===== config.mk =====
export PLATFORM = sky130hd
export DESIGN_NAME = chunked_adder
export DESIGN_NICKNAME = d
export VERILOG_FILES = /design/src/rtl/chunked_adder_pkg.sv /design/src/rtl/chunked_adder_chunk_add.sv /design/src/rtl/chunked_adder.sv
export SDC_FILE = /design/constraint.sdc
export NUM_CORES = 1
export LEC_CHECK = 0
export ABC_AREA = 1
export BUFFER_PORTS_ARGS = -buffer_cell sky130_fd_sc_hd__buf_2
export CAP_MARGIN = 20
export CORE_MARGIN = 1.5
export CORE_UTILIZATION = 40
export CTS_BUF_LIST = sky130_fd_sc_hd__clkbuf_8
export DETAILED_ROUTE_END_ITERATION = 6
export GPL_TIMING_DRIVEN = 0
export PLACE_DENSITY = 0.72
export SETUP_SLACK_MARGIN = 0.5
export SYNTH_ARGS = -nofsm -noshare
export SYNTH_HDL_FRONTEND = slang
export SYNTH_SLANG_ARGS = --single-unit
export TNS_END_PERCENT = 100

===== constraint.sdc =====
create_clock -name clk -period 2.9 [get_ports clk]
set_input_delay 0.29 -clock clk [delete_from_list [all_inputs] [get_ports clk]]
set_output_delay 0.29 -clock clk [all_outputs]
set_load 0.05 [all_outputs]

===== src/rtl/chunked_adder_pkg.sv =====
// Shared types and default sizing for the chunked multi-cycle adder.
package chunked_adder_pkg;

    typedef enum logic [1:0] {
        IDLE = 2'd0,
        ADD  = 2'd1,
        DONE = 2'd2
    } state_t;

    localparam int DEF_WIDTH = 16;
    localparam int DEF_CHUNK = 4;

endpackage


===== src/rtl/chunked_adder_chunk_add.sv =====
// Combinational CHUNK-wide adder slice used once per cycle by chunked_adder.
module chunk_add
    import chunked_adder_pkg::*;
#(
    parameter int CHUNK = DEF_CHUNK
) (
    input  logic [CHUNK-1:0] a,
    input  logic [CHUNK-1:0] b,
    input  logic             ci,
    output logic [CHUNK-1:0] s,
    output logic             co
);

    assign {co, s} = {1'b0, a} + {1'b0, b} + {{CHUNK{1'b0}}, ci};

endmodule


===== src/rtl/chunked_adder.sv =====
// Multi-cycle adder producing CHUNK sum bits per cycle with a valid/ready handshake.
// Optional signed-overflow output enabled by defining CHUNKED_ADDER_OVF_EN.
module chunked_adder
    import chunked_adder_pkg::*;
#(
    parameter int WIDTH = DEF_WIDTH,
    parameter int CHUNK = DEF_CHUNK
) (
    input  logic             clk,
    input  logic             rst,
    input  logic [WIDTH-1:0] A,
    input  logic [WIDTH-1:0] B,
    input  logic             cin,
    input  logic             in_valid,
    output logic             in_ready,
    output logic [WIDTH-1:0] sum,
    output logic             carry,
    output logic             out_valid,
`ifdef CHUNKED_ADDER_OVF_EN
    output logic             ovf,
`endif
    input  logic             out_ready
);

    localparam int NCHUNK = WIDTH / CHUNK;
    localparam int IDX_W  = (NCHUNK > 1) ? $clog2(NCHUNK) : 1;

    if ((CHUNK < 1) || (CHUNK > WIDTH) || ((WIDTH % CHUNK) != 0)) begin : g_bad_cfg
        $error("chunked_adder: WIDTH must be a positive multiple of CHUNK");
    end

    state_t             r_state;
    logic [WIDTH-1:0]   r_a;
    logic [WIDTH-1:0]   r_b;
    logic [WIDTH-1:0]   r_sum;
    logic               r_carry;
    logic               r_out_valid;
    logic [IDX_W-1:0]   r_idx;
    logic [CHUNK-1:0]   w_a_chunk;
    logic [CHUNK-1:0]   w_b_chunk;
    logic [CHUNK-1:0]   w_s;
    logic               w_co;
    logic               w_last;

    assign w_a_chunk = r_a[r_idx*CHUNK +: CHUNK];
    assign w_b_chunk = r_b[r_idx*CHUNK +: CHUNK];
    assign w_last    = (r_idx == IDX_W'(NCHUNK - 1));

    chunk_add #(.CHUNK(CHUNK)) u_chunk_add (
        .a  (w_a_chunk),
        .b  (w_b_chunk),
        .ci (r_carry),
        .s  (w_s),
        .co (w_co)
    );

`ifdef CHUNKED_ADDER_OVF_EN
    logic r_ovf;
    logic w_cin_msb;

    // On the last chunk the operand MSBs and the sum MSB recover the carry into the MSB.
    assign w_cin_msb = r_a[WIDTH-1] ^ r_b[WIDTH-1] ^ w_s[CHUNK-1];

    always_ff @(posedge clk or posedge rst) begin
        if (rst) begin
            r_ovf <= 1'b0;
        end else if ((r_state == ADD) && w_last) begin
            r_ovf <= w_cin_msb ^ w_co;
        end
    end

    assign ovf = r_ovf;
`endif

    always_ff @(posedge clk or posedge rst) begin
        if (rst) begin
            r_state     <= IDLE;
            r_a         <= '0;
            r_b         <= '0;
            r_sum       <= '0;
            r_carry     <= 1'b0;
            r_out_valid <= 1'b0;
            r_idx       <= '0;
        end else begin
            case (r_state)
                IDLE: begin
                    if (in_valid) begin
                        r_a     <= A;
                        r_b     <= B;
                        r_carry <= cin;
                        r_idx   <= '0;
                        r_state <= ADD;
                    end
                end
                ADD: begin
                    r_sum[r_idx*CHUNK +: CHUNK] <= w_s;
                    r_carry                     <= w_co;
                    if (w_last) begin
                        r_idx       <= '0;
                        r_out_valid <= 1'b1;
                        r_state     <= DONE;
                    end else begin
                        r_idx <= r_idx + 1'b1;
                    end
                end
                DONE: begin
                    if (out_ready) begin
                        r_out_valid <= 1'b0;
                        r_state     <= IDLE;
                    end
                end
                default: begin
                    r_out_valid <= 1'b0;
                    r_state     <= IDLE;
                end
            endcase
        end
    end

    // Masked by rst so the block never advertises readiness while held in reset.
    assign in_ready  = (r_state == IDLE) && !rst;
    assign sum       = r_sum;
    assign carry     = r_carry;
    assign out_valid = r_out_valid;

endmodule


==> flow_metrics.env <==
export IMPL_critPathSlowestCell="dfrtp_1"
export IMPL_yosysMostFrequentCell="dfrtp_1"
export IMPL_violations="DRC"
export IMPL_ir_worst_vdd_mv=0.558
export IMPL_cpPeakStageDelay_ps=410
export IMPL_relSlewSlack=0.666
export IMPL_synth_edf_count=0
export IMPL_hold_viol=0
export IMPL_die_area_sq_um=7220
export IMPL_clkPwrFrac=0.095
export IMPL_max_freq_mhz=421
export IMPL_syn_avg_cell_area_sq_um=11.1
export IMPL_total_power_mw=4.55
export IMPL_setup_viol=0
export IMPL_io_pins=56
export IMPL_cts_tree="yes"
export IMPL_internal_power_mw=2.52
export IMPL_cts_htree_levels=2
export IMPL_fp_row_count=29
export IMPL_cellPowerDensity_nw_per_um2=1330
export IMPL_yosysSeqAreaShare=0.503
export IMPL_synth_seq_cells=54
export IMPL_path_clk_slew_ps=100
export IMPL_cp_end_kind="flop"
export IMPL_io_buffers=55
export IMPL_rsz0062_at_grt="true"
export IMPL_leakage_nw=1.75
export IMPL_die_x_microns=85.0
export IMPL_clk_latency_ps=310
export IMPL_syn_nets=291
export IMPL_crit_type="flop to flop"
export IMPL_fp_coreArea_sq_um=6420
export IMPL_finalWirelength_microns=6080
export IMPL_yosys_area_share_simple=0.122
export IMPL_tns_ps=0
export IMPL_ys_types=28
export IMPL_crit_chain="buf_8 -> inv_8 -> buf_8 -> o21ai_4 -> o22ai_4 -> fa_2 -> fa_2 -> xnor2_2 -> nor2_2 -> buf_4 -> nand2_2 -> nand2_1"
export IMPL_vias_per_cell=5.08
export IMPL_synthMuxAreaShare=0.175
export IMPL_clockBufferDepth=2
export IMPL_overflow=0
export IMPL_cts_buffers=5
export IMPL_combinationalPowerShare=0.614
export IMPL_final_setup_skew_ps=9.05
export IMPL_drtPass1Iterations=6
export IMPL_hpwlAfterDp_microns=4260
export IMPL_antenna_found_initial=0
export IMPL_drive_above_1_share=0.445
export IMPL_initial_core_util=0.418
export IMPL_p_sw_mw=2.03
export IMPL_die_h_microns=85.0
export IMPL_worstPathRequired_ps=3110
export IMPL_yosys_area_share_adder=0.0568
export IMPL_via_count=2010
export IMPL_grt_pass1_wl_microns=9900
export IMPL_yosysWarnings=0
export IMPL_drc=6
export IMPL_final_util=0.531
export IMPL_critPathMaxFanout=9
export IMPL_cts_hold_buffers=0
export IMPL_synth_area_leaders="dfrtp_1, mux2_4, o21ai_0"
export IMPL_seq_power_share=0.291
export IMPL_wl_per_cell_microns=15.4
export IMPL_arrival_ps=2580
export IMPL_num_nets_final=366
export IMPL_finalCritPeriodShare=0.819
export IMPL_syn_to_final_growth_pct=26.9
export IMPL_drv_slew=0
export IMPL_synth_compound_area_frac=0.0890
export IMPL_max_cap_violations=0
export IMPL_yosys_area_top_type="dfrtp_1"
export IMPL_yosys_area_share_xor_xnor=0.00326
export IMPL_drtIter0Drc=92
export IMPL_start_kind="flop"
export IMPL_grt_start_max_net_pins=33
export IMPL_grt_total_usage=0.174
export IMPL_cts_root_buffer="clkbuf_8"
export IMPL_status="finished with violations"
export IMPL_reg2reg_depth=12
export IMPL_tightestPinTransition_ps=500
export IMPL_hold_class="input pin to async pin"
export IMPL_synth_top_area_frac=0.503
export IMPL_synthCells=243
export IMPL_async_flop_share=1.00
export IMPL_synth_commonest_cells="dfrtp_1, o21ai_0, nand2_1"
export IMPL_num_antenna_cells=0
export IMPL_switching_share=0.446
export IMPL_clock_sinks=54
export IMPL_synth_flop_cell="dfrtp_1"
export IMPL_place_congestion=0.860
export IMPL_ant_nets=0
export IMPL_synth_top_family_by_area="multiplexers"
export IMPL_grt_pass1_vias=2035
export IMPL_fillCellCount=568
export IMPL_synth_area_sq_um=2690
export IMPL_period_minus_slack_ps=2380
[per-layer routing]
metal  vias up  GRT usage  part of all wire
met5         -          0                 0
met4         0     0.0492             0.011
met3         8     0.0331             0.046
met2        58      0.282              0.50
met1       967      0.238              0.45
li1        977          -                 -
[critical path, delay by kind of cell (launching register included)]
family                   cells  cell delay [ps]
buffers and inverters        4              470
adder cells (fa/ha/maj)      2              760
AND/OR/NAND/NOR              3              170
XOR/XNOR                     1              210
flip-flops                   1              410
AO/OA/AOI/OAI                2              260
[cell usage in the layout, fill, tap and decap left out, drive strengths merged, types with 3 or more instances in the layout]
cell type / instances
ha: 9
buf: 74
nand3: 8
nand2: 33
mux2: 32
inv: 19
nand4: 3
o22ai: 9
clkbuf: 7
dfrtp: 54
o21ai: 34
nor3: 4
nor2: 23
[kinds of logic (layout without fill, tap and decap cells)]
group	count (synthesis)	after routing
AND/OR/NAND/NOR	73	73
flip-flops	54	54
AO/OA/AOI/OAI	45	45
multiplexers	32	32
buffers and inverters	27	103
adder cells (fa/ha/maj)	11	11
XOR/XNOR	1	1
[what timing repair did]
action	CTS	global route
gates resized for setup	27	17
hold endpoints to repair	0	0
pin swaps	6	8
buffers inserted	10	2
endpoints found under the setup margin	13	9
[flip-flops by register name, summed over array words and instances (netlist names)]
register and cells:
r_a 16, out_valid 1, sum 16, r_idx 2
r_b 16, r_state 2, carry 1
[power groups by stage]
stage	sequential (mW)	combinational (mW)	clock (mW)
after detailed placement	1.33	2.27	0
after floorplan	1.51	1.54	0
after global routing	1.36	3.05	0.475
after CTS	1.31	2.63	0.445
after global placement	1.32	2.22	0
final	1.32	2.79	0.434
[worst paths after layout]
kind,from,endpoint,slack (ps)
hold reg to reg,sum[12]$_DFFE_PP0P_,sum[12]$_DFFE_PP0P_,490
setup / recovery,r_idx[0]$_DFFE_PP0P_,sum[10]$_DFFE_PP0P_,520
hold / removal,rst,r_state[1]$_DFFE_PP0P_,2
min in group clk,A[1],r_a[1]$_DFFE_PP0P_,200
setup reg to reg,r_idx[0]$_DFFE_PP0P_,sum[10]$_DFFE_PP0P_,520
max in group asynchronous,rst,r_a[8]$_DFFE_PP0P_,2350
[per-stage QoR]
stage | hold slack (ps) | cell area (sq um) | instances | setup WS (ps)
6_report | 2.42 | 3410 | 396 | 524
2_1_floorplan | 439 | 2690 | 243 | 511
3_3_place_gp | 465 | 3060 | 375 | 94.3
4_1_cts | 27.1 | 3330 | 394 | 493
5_1_grt | 54.9 | 3410 | 396 | 413
3_5_place_dp | 365 | 3080 | 376 | 11.6
[final cells by class]
type | instances | area, sq um | area share
Sequential cell | 54 | 1350 | 0.397
Multi-Input combinational cell | 162 | 1290 | 0.378
Timing Repair Buffer | 68 | 385 | 0.113
Buffer | 7 | 108 | 0.0316
Tap cell | 77 | 96.3 | 0.0283
Inverter | 20 | 83.8 | 0.0246
Clock buffer | 6 | 82.6 | 0.0242
Clock inverter | 2 | 12.5 | 0.00367
No activity file was read; power rests on OpenSTA's default activity.
